[src/rtl/interp_phase_scheduler.sv]
//------------------------------------------------------------------------------
// interp_phase_scheduler
//
// Fast-clock sequencer for the 8-phase polyphase CIC interpolator. Produces the
// low-rate clock enable, the polyphase index and the comb/summing-chain clear,
// owns the upstream valid/ready handshake, zero-stuffs on underrun and runs the
// prime (FILL) / flush (DRAIN) sequence of the comb pipeline.
//
// Optional feature macro: INTERP_UNDERRUN_CNT_EN
//   defined   -> adds output underrun_cnt, a saturating underrun event counter
//   undefined -> only the sticky underrun flag exists
//
// Ports:
//   clk          fast (RATE x) clock
//   rst_n        asynchronous active-low reset
//   en           run request, level-sensitive
//   in_valid     upstream sample available
//   in_ready     sample accepted this cycle when in_valid=1 (phase 0, FILL/RUN)
//   slow_ce      low-rate enable for the branch filters (phase 0, FILL/RUN/DRAIN)
//   zero_in      branch input forced to zero on this slow_ce
//   phase        current polyphase index, 0..RATE-1
//   acc_clr      synchronous clear for the comb/summing registers (CLR state)
//   out_valid    output of the comb chain is meaningful (RUN/DRAIN)
//   busy         sequencer not idle
//   underrun     sticky underrun flag, cleared by reset or entry to CLR
//   underrun_cnt saturating underrun event count (macro build only)
//------------------------------------------------------------------------------
module interp_phase_scheduler #(
   parameter int RATE        = 8,
   parameter int PHW         = 3,
   parameter int FILL_DEPTH  = 8,
   parameter int DRAIN_DEPTH = 8
`ifdef INTERP_UNDERRUN_CNT_EN
   ,
   parameter int CNT_W       = 16
`endif
) (
   input  logic           clk,
   input  logic           rst_n,
   input  logic           en,
   input  logic           in_valid,
   output logic           in_ready,
   output logic           slow_ce,
   output logic           zero_in,
   output logic [PHW-1:0] phase,
   output logic           acc_clr,
   output logic           out_valid,
   output logic           busy,
   output logic           underrun
`ifdef INTERP_UNDERRUN_CNT_EN
   ,
   output logic [CNT_W-1:0] underrun_cnt
`endif
);

   localparam int MAXD = (FILL_DEPTH > DRAIN_DEPTH) ? FILL_DEPTH : DRAIN_DEPTH;
   localparam int DW   = $clog2(MAXD + 1);

   localparam logic [PHW-1:0] PH_LAST    = PHW'(RATE - 1);
   localparam logic [DW-1:0]  FILL_LAST  = DW'(FILL_DEPTH - 1);
   localparam logic [DW-1:0]  DRAIN_LAST = DW'(DRAIN_DEPTH - 1);

   typedef enum logic [2:0] {
      IDLE,
      CLR,
      FILL,
      RUN,
      DRAIN
   } state_t;

   state_t           state_q, state_d;
   logic [PHW-1:0]   phase_d;
   logic [DW-1:0]    cnt_q, cnt_d;
   logic             underrun_d;
   logic             clr_entry;
   logic             ur_event;
   logic             drain_q;

   // Next-state logic. Outputs are registered from the next state so that
   // they line up exactly with the state they describe.
   always_comb begin
      state_d    = state_q;
      phase_d    = phase;
      cnt_d      = cnt_q;
      clr_entry  = 1'b0;
      ur_event   = 1'b0;
      underrun_d = underrun;

      case (state_q)
         IDLE: begin
            phase_d = '0;
            cnt_d   = '0;
            if (en) begin
               state_d   = CLR;
               clr_entry = 1'b1;
            end
         end
         CLR: begin
            state_d = FILL;
            phase_d = '0;
            cnt_d   = '0;
         end
         FILL: begin
            phase_d = (phase == PH_LAST) ? '0 : phase + PHW'(1);
            // Stop at a frame boundary takes priority over FILL completion.
            if (!en && phase == PH_LAST) begin
               state_d = DRAIN;
               cnt_d   = '0;
            end else if (cnt_q == FILL_LAST) begin
               state_d = RUN;
               cnt_d   = '0;
            end else begin
               cnt_d = cnt_q + DW'(1);
            end
         end
         RUN: begin
            phase_d  = (phase == PH_LAST) ? '0 : phase + PHW'(1);
            ur_event = (phase == '0) && !in_valid;
            if (!en && phase == PH_LAST) begin
               state_d = DRAIN;
               cnt_d   = '0;
            end
         end
         DRAIN: begin
            phase_d = (phase == PH_LAST) ? '0 : phase + PHW'(1);
            if (cnt_q == DRAIN_LAST) begin
               cnt_d   = '0;
               phase_d = '0;
               if (en) begin
                  state_d   = CLR;
                  clr_entry = 1'b1;
               end else begin
                  state_d = IDLE;
               end
            end else begin
               cnt_d = cnt_q + DW'(1);
            end
         end
         default: begin
            state_d = IDLE;
            phase_d = '0;
            cnt_d   = '0;
         end
      endcase

      if (clr_entry)
         underrun_d = 1'b0;
      else if (ur_event)
         underrun_d = 1'b1;
   end

   always_ff @(posedge clk or negedge rst_n) begin
      if (!rst_n) begin
         state_q   <= IDLE;
         phase     <= '0;
         cnt_q     <= '0;
         underrun  <= 1'b0;
         slow_ce   <= 1'b0;
         in_ready  <= 1'b0;
         acc_clr   <= 1'b0;
         out_valid <= 1'b0;
         busy      <= 1'b0;
         drain_q   <= 1'b0;
      end else begin
         state_q   <= state_d;
         phase     <= phase_d;
         cnt_q     <= cnt_d;
         underrun  <= underrun_d;
         slow_ce   <= (state_d == FILL || state_d == RUN || state_d == DRAIN) && (phase_d == '0);
         in_ready  <= (state_d == FILL || state_d == RUN) && (phase_d == '0);
         acc_clr   <= (state_d == CLR);
         out_valid <= (state_d == RUN || state_d == DRAIN);
         busy      <= (state_d != IDLE);
         drain_q   <= (state_d == DRAIN);
      end
   end

`ifdef INTERP_UNDERRUN_CNT_EN
   always_ff @(posedge clk or negedge rst_n) begin
      if (!rst_n)
         underrun_cnt <= '0;
      else if (clr_entry)
         underrun_cnt <= '0;
      else if (ur_event && underrun_cnt != '1)
         underrun_cnt <= underrun_cnt + CNT_W'(1);
   end
`endif

   // Only output with a combinational path from an input.
   assign zero_in = slow_ce & (~in_valid | drain_q);

endmodule

[config.mk]
export PLATFORM = sky130hd
export DESIGN_NAME = interp_phase_scheduler
export DESIGN_NICKNAME = d
export VERILOG_FILES = /design/src/rtl/interp_phase_scheduler.sv
export SDC_FILE = /design/constraint.sdc
export NUM_CORES = 1
export LEC_CHECK = 0
export CORE_MARGIN = 4
export CORE_UTILIZATION = 39
export DETAILED_ROUTE_END_ITERATION = 10
export MAX_ROUTING_LAYER = met4
export PLACE_DENSITY = 0.68
export SYNTH_ARGS = -nofsm -noshare
export SYNTH_HDL_FRONTEND = slang
export SYNTH_SLANG_ARGS = --single-unit
[constraint.sdc]
create_clock -name clk -period 3.25 [get_ports clk]
set_clock_uncertainty 0.05 [all_clocks]
set_input_delay 0.65 -clock clk [delete_from_list [all_inputs] [get_ports clk]]
set_output_delay 0.65 -clock clk [all_outputs]
set_load 0.01 [all_outputs]
==> impl_table.tex, run 1 <==
\begin{tabular}{lr}
\hline
Metric & Value \\
\hline
\multicolumn{2}{l}{\textbf{Placed design}} \\
\quad Placer's final routability congestion estimate & 0.7257 \\
\quad Placed wire-length estimate & 1222 µm \\
\quad Placed Instances & 118 \\
\quad Number of input and output port buffers inserted & 13 \\
\multicolumn{2}{l}{\textbf{Clocking}} \\
\quad H-tree levels & 1 \\
\quad CTS tree & done \\
\quad Number of clock sinks seen by CTS & 17 \\
\quad Insertion delay of the later-clocked pin in the worst-skew pair & 0.29 ns \\
\quad Setup Fix Bufs, Post-CTS & 0 \\
\quad Buffer depth of the longest clock path & 2 \\
\quad Post-cts hold buffer count & 0 \\
\quad Library cell used as clock root buffer & sky130\_fd\_sc\_hd\_\_clkbuf\_4 \\
\quad Post-CTS Resized & 0 \\
\quad CTS clock-pin slew for the worst setup and hold paths & 0.09 ns \\
\quad Total clock buffers created by CTS & 3 \\
\multicolumn{2}{l}{\textbf{Synthesis}} \\
\quad Area share of the leading cell type in the synthesized netlist & 49.06\% \\
\quad Synthesized Nets & 89 \\
\quad Fraction of synthesis flops using an asynchronous set or reset pin & 100.0\% \\
\quad Dominant cells by area after synthesis & sky130\_fd\_sc\_hd\_\_dfrtp\_1 49\%, sky130\_fd\_sc\_hd\_\_ha\_1 5.8\%, sky130\_fd\_sc\_hd\_\_a21oi\_1 4.6\% \\
\quad Multiplexer share of the synthesized area & 1.154\% \\
\quad Most instantiated flip-flop cell in the synthesis netlist & sky130\_fd\_sc\_hd\_\_dfrtp\_1 \\
\quad Post-synthesis average cell area & 10.70 µm² \\
\quad Post-synthesis instance area & 867.1 µm² \\
\quad Simple-gate portion of the synthesized area & 24.39\% \\
\quad Leading cell type by number of instances after synthesis & sky130\_fd\_sc\_hd\_\_dfrtp\_1 \\
\quad Sequential cell area fraction in the yosys report & 49.06\% \\
\quad Total of warnings raised by yosys & 0 \\
\quad Top cells by count, synth & 17 x sky130\_fd\_sc\_hd\_\_dfrtp\_1, 8 x sky130\_fd\_sc\_hd\_\_a21oi\_1, 5 x sky130\_fd\_sc\_hd\_\_nand2b\_1 \\
\quad Adder and majority gate portion of the synthesized area & 5.772\% \\
\quad Number of flops mapped to enable cells by yosys & 0 \\
\quad Post-Synth XOR/XNOR Area & 0\% \\
\quad Synth area leader & sky130\_fd\_sc\_hd\_\_dfrtp\_1 \\
\quad Compound-Gate Fraction of Synth Area & 15.87\% \\
\quad Number of different library cells in the post-synthesis netlist & 32 \\
\quad Register bit count reported by yosys & 17 \\
\quad Main combinational cell family by area after synthesis & simple AND/OR/NAND/NOR gates \\
\quad Gate Count Post-Synth & 81 \\
\multicolumn{2}{l}{\textbf{STA}} \\
\quad Rel. slew slack & 49.16\% \\
\quad Setup-violating endpoint count in the final report & 0 \\
\quad Post-Route Setup TNS & 0 ns \\
\quad Worst Max-Slew Pin Slew & 0.7602 ns \\
\quad Unrepaired setup endpoints after global routing & no \\
\quad Number of pins exceeding their max-slew limit in the final report & 0 \\
\quad Final Hold Violating Endpoints & 0 \\
\quad Shortest clock period the worst path allows after layout & 2.470 ns \\
\quad Final period util & 76.02\% \\
\quad Peak Freq & 0.4048 GHz \\
\multicolumn{2}{l}{\textbf{GRT}} \\
\quad Congestion Overflow GR & 0 \\
\quad Largest net degree at the start of global routing & 18 \\
\quad First-pass GRT wire length & 2980 µm \\
\quad Antenna violations before repair & 0 \\
\quad Total routing usage reported by global routing & 14.57\% \\
\quad Via count of the first global-routing pass & 620 \\
\multicolumn{2}{l}{\textbf{Floorplanning}} \\
\quad Die height & 55.15 µm \\
\quad I/O pins & 14 \\
\quad Die area & 0.003042 mm² \\
\quad Row count & 16 \\
\quad Starting utilization of the core area & 42.46\% \\
\quad Horizontal die dimension & 55.15 µm \\
\quad Floorplan Core Area & 0.002042 mm² \\
\multicolumn{2}{l}{\textbf{Drt}} \\
\quad Remaining antenna violation count after routing & 0 \\
\quad Average routed wire per standard cell & 13.15 µm \\
\quad DR pass1 iterations & 4 \\
\quad Post-detailed-route via-to-cell ratio & 5.000 \\
\quad Wirelength, routed & 1604 µm \\
\quad Drt initial violations & 7 \\
\quad Residual DRC count & 0 \\
\quad Vias & 610 \\
\multicolumn{2}{l}{\textbf{Layout}} \\
\quad Number of fillers in the final layout & 192 \\
\quad Synthesis-to-finish area growth & 20.06\% \\
\quad Layout Nets & 104 \\
\quad Share of post-route cells with drive strength above 1 & 11.58\% \\
\quad \# diodes & 0 \\
\quad Final cell count without fillers & 122 \\
\multicolumn{2}{l}{\textbf{Setup path}} \\
\quad CP Data Arrival Time & 1.77 ns \\
\quad Startpoint kind of the worst setup timing path & input port \\
\quad Type of the worst setup path & input port to primary output \\
\quad Data required time at the worst endpoint & 2.55 ns \\
\quad Endpoint kind of the worst setup timing path & primary output \\
\quad Critical-path maximum fanout & 2 \\
\multicolumn{2}{l}{\textbf{Power and ir drop}} \\
\quad Worst IR Drop VDD & 0.5258 mV \\
\quad Power Dens Cells & 862.2 mW/mm² \\
\quad Leakage & 0.4655 nW \\
\multicolumn{2}{l}{\textbf{Status}} \\
\quad Result of the run & complete, no violations \\
\multicolumn{2}{l}{\textbf{Min path}} \\
\quad Tightest Hold Check Type & flip-flop to flip-flop \\
\multicolumn{2}{l}{\textbf{Flow run}} \\
\quad Max-cap violation count & 0 \\
\hline
\end{tabular}
area by class of cell:
cell class,instances,area (µm²),area share [%]
flip-flops and latches,17,425.4,40.87
inverters,4,15.01,1.442
clock buffers,3,22.52,2.163
multi-input cells,57,409.1,39.30
well taps,27,33.78,3.245
clock inverters,1,5.005,0.4808
repair buffers,13,130.1,12.50
worst max-delay path: stages:
cell and delay, ns:
sky130_fd_sc_hd__clkdlybuf4s50_1 0.41, sky130_fd_sc_hd__a21boi_0 0.15, sky130_fd_sc_hd__clkdlybuf4s50_1 0.56
state kept, by name (all words and copies together), names as in the netlist:
register and cells:
acc_clr 1, busy 1, cnt_q 4, drain_q 1, in_ready 1, out_valid 1, phase 3, slow_ce 1
state_q 3, underrun 1
placed cells by master (no fill, tap or decap), types with 3 or more instances in the layout:
| cell type | Yosys | routed |
|---|---|---|
| sky130_fd_sc_hd__dfrtp_1 | 17 | 17 |
| sky130_fd_sc_hd__clkdlybuf4s50_1 | 0 | 13 |
| sky130_fd_sc_hd__a21oi_1 | 8 | 8 |
| sky130_fd_sc_hd__nand2b_1 | 5 | 5 |
| sky130_fd_sc_hd__inv_1 | 4 | 4 |
| sky130_fd_sc_hd__nand2_1 | 4 | 4 |
| sky130_fd_sc_hd__o21ai_1 | 4 | 4 |
| sky130_fd_sc_hd__ha_1 | 4 | 4 |
| sky130_fd_sc_hd__and3_1 | 3 | 3 |
| sky130_fd_sc_hd__nor2_1 | 3 | 3 |
| sky130_fd_sc_hd__clkbuf_4 | 0 | 3 |
final timing paths:
| check | cells after the start | endpoint | slack [ns] | start |
|---|---|---|---|---|
| worst max-delay path | 3 | zero_in | 0.78 | in_valid |
| worst min-delay path | 1 | cnt_q[3] | 0.45 | cnt_q[3] |
| worst max register to register | 6 | state_q[0] | 1.59 | phase[0] |
| worst min register to register | 1 | cnt_q[3] | 0.45 | cnt_q[3] |
| max in group asynchronous | 1 | cnt_q[1] | 1.92 | rst_n |
| min in group asynchronous | 1 | drain_q | 0.74 | rst_n |
routing by layer:
layer,track usage [%],up-vias,part of all wire [%]
met2,21.46,12,45
met4,3.644,0,0.56
met1,18.80,285,49
li1,-,311,-
met5,-,-,0
met3,5.630,2,5.4
stage by stage:
stage | hold slack (ns) | util (%) | setup WS (ns) | cell area (µm²) | total power [W]
after floorplan | 0.3044 | - | 1.619 | 867.1 | 0.0006338
after global placement | 0.4248 | 49.63 | 0.7946 | 1013 | 0.0007782
after detailed placement | 0.4342 | 49.63 | 0.7701 | 1013 | 0.0007959
after CTS | 0.4473 | 50.98 | 0.7735 | 1041 | 0.0009127
after global routing | 0.4830 | 50.98 | 0.7304 | 1041 | 0.0009903
final | 0.4492 | 50.98 | 0.7795 | 1041 | 0.0008975
power by group:
group | switching [W] | internal (W)
Combinational | 0.000196 | 0.000222
Clock | 0.0000646 | 0.0000458
Sequential | 0.0000779 | 0.000291
cell families (layout without fill, tap and decap cells):
group | Yosys count | after routing
buf+inv | 7 | 21
compound gates | 22 | 22
simple gates | 30 | 30
fa+ha+maj | 4 | 4
flops | 17 | 17
mux | 1 | 1
No activity file was read; power rests on OpenSTA's default activity.
==> inputs of run 2 (changes only) <==
Clock period 3.25 ns to 2.4 ns, I/O delays scaled along.
==> run 2 against run 1 <==
  * Cell count up 0.82%
  * Sequential power up 35%
  * Critical endpoint unchanged
  * Via count up 1.8%
==> impl_table.tex, run 2 (synthesized netlist as in run 1, its figures left out) <==
\begin{tabular}{lr}
\hline
Metric & Value \\
\hline
\multicolumn{2}{l}{\textbf{STA}} \\
\quad Number of pins exceeding their max-slew limit in the final report & 0 (unchanged) \\
\quad Post-Route Setup TNS & 0 ns (unchanged) \\
\quad Final period util & 89.16\% \\
\quad Peak Freq & 0.4673 GHz \\
\quad Rel. slew slack & 74.87\% (was 49.16\%) \\
\quad Final hold slack & 0.4494 ns (was 0.4492 ns) \\
\quad Unrepaired setup endpoints after global routing & no (unchanged) \\
\quad Shortest clock period the worst path allows after layout & 2.140 ns \\
\quad Setup-violating endpoint count in the final report & 0 (unchanged) \\
\quad Final Hold Violating Endpoints & 0 (unchanged) \\
\quad Worst Max-Slew Pin Slew & 0.3770 ns (was 0.7602 ns) \\
\multicolumn{2}{l}{\textbf{Setup path}} \\
\quad Data required time at the worst endpoint & 1.87 ns (was 2.55 ns) \\
\quad Critical-path maximum fanout & 2 (unchanged) \\
\quad Endpoint kind of the worst setup timing path & primary output (unchanged) \\
\quad Startpoint kind of the worst setup timing path & input port (unchanged) \\
\quad Type of the worst setup path & input port to primary output (unchanged) \\
\quad CP Data Arrival Time & 1.61 ns (was 1.77 ns) \\
\multicolumn{2}{l}{\textbf{Clocking}} \\
\quad Number of clock sinks seen by CTS & 17 (unchanged) \\
\quad CTS clock-pin slew for the worst setup and hold paths & 0.10 ns (was 0.09 ns) \\
\quad Buffer depth of the longest clock path & 2 (unchanged) \\
\quad H-tree levels & 1 (unchanged) \\
\quad Post-CTS Resized & 0 (unchanged) \\
\quad Post-cts hold buffer count & 0 (unchanged) \\
\quad CTS tree & done (unchanged) \\
\quad Library cell used as clock root buffer & sky130\_fd\_sc\_hd\_\_clkbuf\_4 (unchanged) \\
\quad Insertion delay of the later-clocked pin in the worst-skew pair & 0.29 ns (about the same) \\
\quad Setup Fix Bufs, Post-CTS & 0 (unchanged) \\
\quad Total clock buffers created by CTS & 3 (unchanged) \\
\multicolumn{2}{l}{\textbf{Drt}} \\
\quad DR pass1 iterations & 4 (unchanged) \\
\quad Vias & 621 (was 610) \\
\quad Drt initial violations & 7 (unchanged) \\
\quad Residual DRC count & 0 (unchanged) \\
\quad Remaining antenna violation count after routing & 0 (unchanged) \\
\quad Average routed wire per standard cell & 12.72 µm (was 13.15 µm) \\
\quad Wirelength, routed & 1564 µm (was 1604 µm) \\
\quad Post-detailed-route via-to-cell ratio & 5.049 (was 5.000) \\
\multicolumn{2}{l}{\textbf{Placed design}} \\
\quad Placed wire-length estimate & 1146 µm (was 1222 µm) \\
\quad Placer's final routability congestion estimate & 0.7232 (was 0.7257) \\
\quad Number of input and output port buffers inserted & 13 (unchanged) \\
\quad Placed Instances & 119 (was 118) \\
\multicolumn{2}{l}{\textbf{Floorplanning}} \\
\quad Die area & 0.003042 mm² (unchanged) \\
\quad I/O pins & 14 (unchanged) \\
\quad Floorplan Core Area & 0.002042 mm² (unchanged) \\
\quad Row count & 16 (unchanged) \\
\quad Die height & 55.15 µm (unchanged) \\
\quad Starting utilization of the core area & 42.46\% (unchanged) \\
\quad Horizontal die dimension & 55.15 µm (unchanged) \\
\multicolumn{2}{l}{\textbf{Min path}} \\
\quad Tightest Hold Check Type & input port to async pin (was flip-flop to flip-flop) \\
\multicolumn{2}{l}{\textbf{Layout}} \\
\quad Layout Nets & 105 (was 104) \\
\quad Commonest non-fill, non-tap cells in the layout & 17 x sky130\_fd\_sc\_hd\_\_dfrtp\_1, 13 x sky130\_fd\_sc\_hd\_\_clkdlybuf4s50\_1, 8 x sky130\_fd\_sc\_hd\_\_a21oi\_1, 5 x sky130\_fd\_sc\_hd\_\_nand2b\_1 (unchanged) \\
\quad \# diodes & 0 (unchanged) \\
\quad Number of flip-flops in the largest register & 4 (unchanged) \\
\quad Biggest register & cnt\_q (unchanged) \\
\quad Final cell count without fillers & 123 (was 122) \\
\quad Synthesis-to-finish area growth & 20.92\% (was 20.06\%) \\
\quad Most common library cell in the layout ignoring fill and taps & sky130\_fd\_sc\_hd\_\_dfrtp\_1 (unchanged) \\
\quad Share of post-route cells with drive strength above 1 & 12.50\% (was 11.58\%) \\
\quad Biggest registers after layout & cnt\_q (4), phase (3), state\_q (3) (unchanged) \\
\multicolumn{2}{l}{\textbf{GRT}} \\
\quad Via count of the first global-routing pass & 587 (was 620) \\
\quad GR met2 Demand/Resource & 18.50\% (was 21.46\%) \\
\quad Global-route met3 utilization & 4.826\% (was 5.630\%) \\
\quad Largest net degree at the start of global routing & 18 (unchanged) \\
\quad Antenna violations before repair & 0 (unchanged) \\
\quad Top Usage Layer GRT & met1 (was met2) \\
\quad Met1 usage & 19.07\% (was 18.80\%) \\
\quad Total routing usage reported by global routing & 13.63\% (was 14.57\%) \\
\quad Congestion Overflow GR & 0 (unchanged) \\
\quad First-pass GRT wire length & 2842 µm (was 2980 µm) \\
\multicolumn{2}{l}{\textbf{Power and ir drop}} \\
\quad Total power of the final layout & 0.001211 W (was 0.0008975 W) \\
\quad Worst IR Drop VDD & 0.7160 mV (was 0.5258 mV) \\
\quad Power Dens Cells & 1155 mW/mm² (was 862.2 mW/mm²) \\
\quad Leakage & 0.4703 nW (was 0.4655 nW) \\
\multicolumn{2}{l}{\textbf{Status}} \\
\quad Result of the run & complete, no violations (unchanged) \\
\multicolumn{2}{l}{\textbf{Flow run}} \\
\quad Max-cap violation count & 0 (unchanged) \\
\hline
\end{tabular}
==> run 2: worst paths after layout <==
kind	slack, ns	depth (start not counted)	to	start
max	0.26	3	zero_in	in_valid
min	0.45	2	slow_ce	rst_n
max reg2reg	0.80	6	cnt_q[3]	phase[0]
min reg2reg	0.45	1	cnt_q[3]	cnt_q[3]
max in group asynchronous	1.66	2	cnt_q[0]	rst_n
min in group clk	0.45	1	cnt_q[3]	cnt_q[3]
==> run 2: final cells by class <==
| class | instances | area, µm² |
|---|---|---|
| Inverter | 4 | 15.01 |
| Tap cell | 27 | 33.78 |
| Clock inverter | 1 | 5.005 |
| Clock buffer | 3 | 22.52 |
| Multi-Input combinational cell | 57 | 409.1 |
| Sequential cell | 17 | 425.4 |
| Timing Repair Buffer | 14 | 137.6 |
| Fill cell | 198 | 993.5 |
==> run 2: critical path, cell delays in order <==
cell                              delay (ns)
sky130_fd_sc_hd__clkdlybuf4s50_1        0.41
sky130_fd_sc_hd__a21boi_0               0.16
sky130_fd_sc_hd__clkdlybuf4s50_1        0.56
==> run 2: power by group <==
group | internal (W) | switching [W] | total [W]
clock network | 0.0000619 | 0.0000860 | 0.000148
logic | 0.000301 | 0.000264 | 0.000564
registers | 0.000394 | 0.000105 | 0.000499
total | 0.000757 | 0.000454 | 0.00121
==> run 2: per-stage QoR <==
| stage | setup slack, ns | instance area, µm² | util [%] |
|---|---|---|---|
| 6_report | 0.2601 | 1049 | 51.35 |
| 2_1_floorplan | 0.8879 | 867.1 | - |
| 5_1_grt | 0.2098 | 1049 | 51.35 |
| 3_3_place_gp | 0.2790 | 1021 | 50.00 |
| 4_1_cts | 0.2510 | 1049 | 51.35 |
| 3_5_place_dp | 0.2621 | 1021 | 50.00 |
==> run 2: per-layer routing <==
layer  share of wire, %  vias up
met5                  0        -
met4               0.90        0
met3                5.2        2
met2                 44       12
met1                 49      296
li1                   -      311
==> edit 1, RTL diff (settings of run 2) <==
Change the parameter `RATE` from 8 to 7.
--- a/src/rtl/interp_phase_scheduler.sv
+++ b/src/rtl/interp_phase_scheduler.sv
@@ -27,5 +27,5 @@
 //------------------------------------------------------------------------------
 module interp_phase_scheduler #(
-   parameter int RATE        = 8,
+   parameter int RATE        = 7,
    parameter int PHW         = 3,
    parameter int FILL_DEPTH  = 8,
Function: changed (a bounded check fails within 10 cycles, from zero or initial values and one cycle with rst_n low).
==> edit 1 against run 2 <==
  * Global-route usage is 1.6 points higher
  * Final area is 5.4% lower
  * Critical path depth stayed put
  * Non-clock buffer count decreased by 1
  * Worst setup slack got worse by 20 ps
  * Total power about the same
  * Combinational power is 9.6% lower
  * Synthesized area is 6.1% lower
  * Routed wire length increased by 6.5%
  * Sequential cell count did not move
  * Count of clock-buffer cells in the layout is 1 higher
  * Highest routed layer unchanged
==> edit 1: results (changes against run 2) <==
[run_status]
status=finished clean

[grt]
grt_pass1_vias=653  ; +11%
grtUsageTotal_pct=15.2  ; +1.6 points
use_met1_pct=18.4  ; -0.65 points
grt_use_met2_pct=22.6  ; +4.1 points

[placed_design]
dp.cells=116  ; -2.5%
gp_congestion=0.828  ; +14%
dp_hpwl_um=1240  ; +8.2%
placed_cell_area_sq_um=966  ; -5.4%

[detailed_routing]
wirelength_um=1670  ; +6.5%
vias=657  ; +5.8%
drtIter0Drc=10  ; +3
wl_per_cell_um=13.9  ; +9.2%

[sta]
worst_pin_slew_ps=746  ; +369 ps
timing.hold.ws_ps=476  ; +26.1 ps
fin_crit_ps=2160  ; +19.7 ps

[logic_synthesis]
synth_area_leaders=dfrtp_1 52%, a21oi_1 5.5%, o21ai_0 2.5%, nand2b_1 2.3%, a311oi_1 2.2%
seq_area_frac_synth_pct=52.2  ; +3.2 points
synth_cells=78  ; -3.7%
yosys-top-cells-count=17 x dfrtp_1, 9 x a21oi_1, 4 x nor2_1, 4 x o21ai_0
synth-main-ff-cell=dfrtp_1
syn_nets=83  ; -6.7%

[worst_setup_path]
r2r_cells=5  ; -1
timing.rr.end=phase[0]$_DFF_PN0_
r2r_setup_slack_ps=870  ; +70 ps
r2r_start=cnt_q[0]$_DFFE_PN0P_
arrival_ps=1630  ; +20 ps

[power]
vdd_drop_max_mv=0.697  ; -2.6%
p_leak_nw=0.420  ; -11%

[finish]
final_net_count=99  ; -5.7%
drive_gt1_share_pct=8.60  ; -3.9 points

[hold_path]
min_path_type=flop to flop

[edit 1: layout make-up]
| cell class | count | area [sq um] |
|---|---|---|
| clock buffer | 4 | 26.3 |
| tap | 27 | 33.8 |
| timing repair buffer | 13 | 130 |
| fill | 188 | 990 |
| multi-input combinational | 56 | 365 |
| inverter | 3 | 11.3 |
| sequential | 17 | 425 |
[edit 1: layer usage]
layer	routed length [um]	share of wire, %
met3	97	5.8
met2	797	48
met5	0	0
met4	27	1.6
met1	743	45
[edit 1: power by group]
group | internal [mW] | leakage [nW] | total, mW | switching [mW]
registers | 0.398 | 0.212 | 0.543 | 0.145
logic | 0.279 | 0.193 | 0.510 | 0.231
clock network | 0.0648 | 0.0150 | 0.157 | 0.0923
[edit 1: kinds of logic after synthesis]
logic type               share of synthesized area (%)
adder cells (fa/ha/maj)                           1.54
flip-flops                                        52.2
AO/OA/AOI/OAI                                     18.1
XOR/XNOR                                          1.08
buffers and inverters                             2.92
AND/OR/NAND/NOR                                   24.1
==> edit 2, RTL diff (flow settings as in run 2) <==
Without the edit above. Encoding of `state_t`: now one-hot (5 bits for 5 states).
--- a/src/rtl/interp_phase_scheduler.sv
+++ b/src/rtl/interp_phase_scheduler.sv
@@ -61,10 +61,10 @@
    localparam logic [DW-1:0]  DRAIN_LAST = DW'(DRAIN_DEPTH - 1);
 
-   typedef enum logic [2:0] {
-      IDLE,
-      CLR,
-      FILL,
-      RUN,
-      DRAIN
+   typedef enum logic [4:0] {
+      IDLE  = 5'b00001,
+      CLR   = 5'b00010,
+      FILL  = 5'b00100,
+      RUN   = 5'b01000,
+      DRAIN = 5'b10000
    } state_t;
 
Check against the original RTL: same outputs for any inputs over 10 cycles, from zero or initial values and one cycle with rst_n low; not proved beyond that.
==> edit 2 against run 2 <==
  * Register-to-register slack worse by 460 ps
  * Total power shrank 22%
  * Critical endpoint unchanged
  * Largest cell class is now multi-input gates
  * Worst setup slack worse by 16 ps
  * Utilization fell by 3.7 points
  * Largest power group is now registers
  * Critical path depth stayed put
  * Fmax fell by 0.75%
  * Final area up 13%
  * Sequential cell count is 2 higher
  * Clock power increased by 7%
  * Synthesized area rose by 16%
  * Routed wire length increased by 29%
==> edit 2: results (changes against run 2) <==
[run_status]
status=finished clean

[detailed_routing]
dr.pass1.iters=4  ; unchanged
wirelength_um=2020  ; +29%
drtIter0Drc=18  ; +11
viasPerCell=5.83  ; +15%

[logic_synthesis]
synthMuxAreaShare_pct=0  ; -1.2 points
syn_nets=104  ; +17%
synth-compound-area-share_pct=16.9  ; +0.98 points
synth_fa_ha_area_share_pct=4.96  ; -0.82 points
synth_area_per_cell_sq_um=10.5  ; -1.7%
synth_xor_xnor_area_share_pct=0.867  ; +0.87 points
yosys-top-cells-count=18 x dfrtp_1, 8 x nor2_1
synth_cell_type_count=41  ; +28%
seq_area_frac_synth_pct=47.2  ; -1.9 points
async_flop_share_pct=100  ; unchanged
synth_area_leaders=dfrtp_1 45%, ha_1 5.0%, nor2_1 3.0%, dfstp_2 2.6%, and2_1 2.5%

[cts]
root_buffer=clkbuf_4
cts_resized=0  ; unchanged

[placed_design]
dpl_worst_slack_ps=178  ; -84.6 ps
placed_cell_area_sq_um=1150  ; +13%
gp_congestion=0.891  ; +23%
dp_hpwl_um=1520  ; +33%

[grt]
grtUsageTotal_pct=13.9  ; +0.28 points
grt_max_degree=20  ; +2
grt_pass1_wl_um=3570  ; +26%
grt_pass1_vias=806  ; +37%

[hold_path]
min_path_type=input pin to asynchronous set/reset pin

[finish]
fillers=230  ; +16%
drive_gt1_share_pct=8.18  ; -4.3 points
largest_registers=state_q (5), cnt_q (4), phase (3)
final_net_count=119  ; +13%
finalNonFillerCells=140  ; +14%

[sta]
timing.hold.ws_ps=457  ; +7.51 ps
worst_pin_slew_ps=579  ; +202 ps

[worst_setup_path]
arrival_ps=1630  ; +20 ps
timing.rr.end=slow_ce$_DFF_PN0_
r2r_setup_slack_ps=340  ; -460 ps

[power]
p_leak_nw=0.498  ; +5.9%
vdd_drop_max_mv=0.410  ; -43%

-- edit 2: cell count changes in the layout (fill, tap and decap cells not counted), moves of 3 or more --
cell     delta
a21oi_1     -6
nor2_1      +5
nor2b_1     +4
o21ai_1     -4
nand4_1     +3
nor3_1      +3
nor4_1      +3
-- edit 2: area by class of cell --
cell class | count | area (sq um) | share of cell area [%]
multi-input cells | 70 | 490 | 41.6
well taps | 30 | 37.5 | 3.18
clock buffers | 4 | 26.3 | 2.23
inverters | 3 | 11.3 | 0.954
flip-flops and latches | 19 | 477 | 40.4
repair buffers | 14 | 138 | 11.7
-- edit 2: report_power, final --
group | switching (mW) | internal (mW)
combinational | 0.190 | 0.170
clock | 0.0932 | 0.0647
sequential | 0.0454 | 0.385
-- edit 2: logic make-up (layout without fill, tap and decap cells) --
| logic type | after synthesis | count (layout) |
|---|---|---|
| adders and majority gates | 4 | 4 |
| and+or+nand+nor | 44 | 44 |
| xor gates and xnor gates | 1 | 1 |
| DFF | 19 | 19 |
| AOI/OAI and AO/OA | 21 | 21 |
| buffers and inverters | 7 | 21 |
-- edit 2: worst max path at each step --
stage	start	endpoint	slack (ps)	depth (start not counted)
2_1_floorplan	phase[0]$_DFF_PN0_	in_ready$_DFF_PN0_	410	6
3_3_place_gp	in_valid	zero_in	250	3
3_5_place_dp	en	cnt_q[3]$_DFFE_PN0P_	180	5
4_1_cts	in_valid	zero_in	230	3
5_1_grt	in_valid	zero_in	160	3
6_report	in_valid	zero_in	240	3
-- edit 2: layer usage --
layer	up-vias	global-route usage, %	share of wire [%]
li1	384	-	-
met1	394	16.0	44
met2	33	23.8	49
met3	5	2.63	6.6
met4	0	5.50	1.2
met5	-	-	0
-- edit 2: worst max-delay path, stage by stage --
cell,delay [ps]
clkdlybuf4s50_1,430
a21boi_0,160
clkdlybuf4s50_1,560
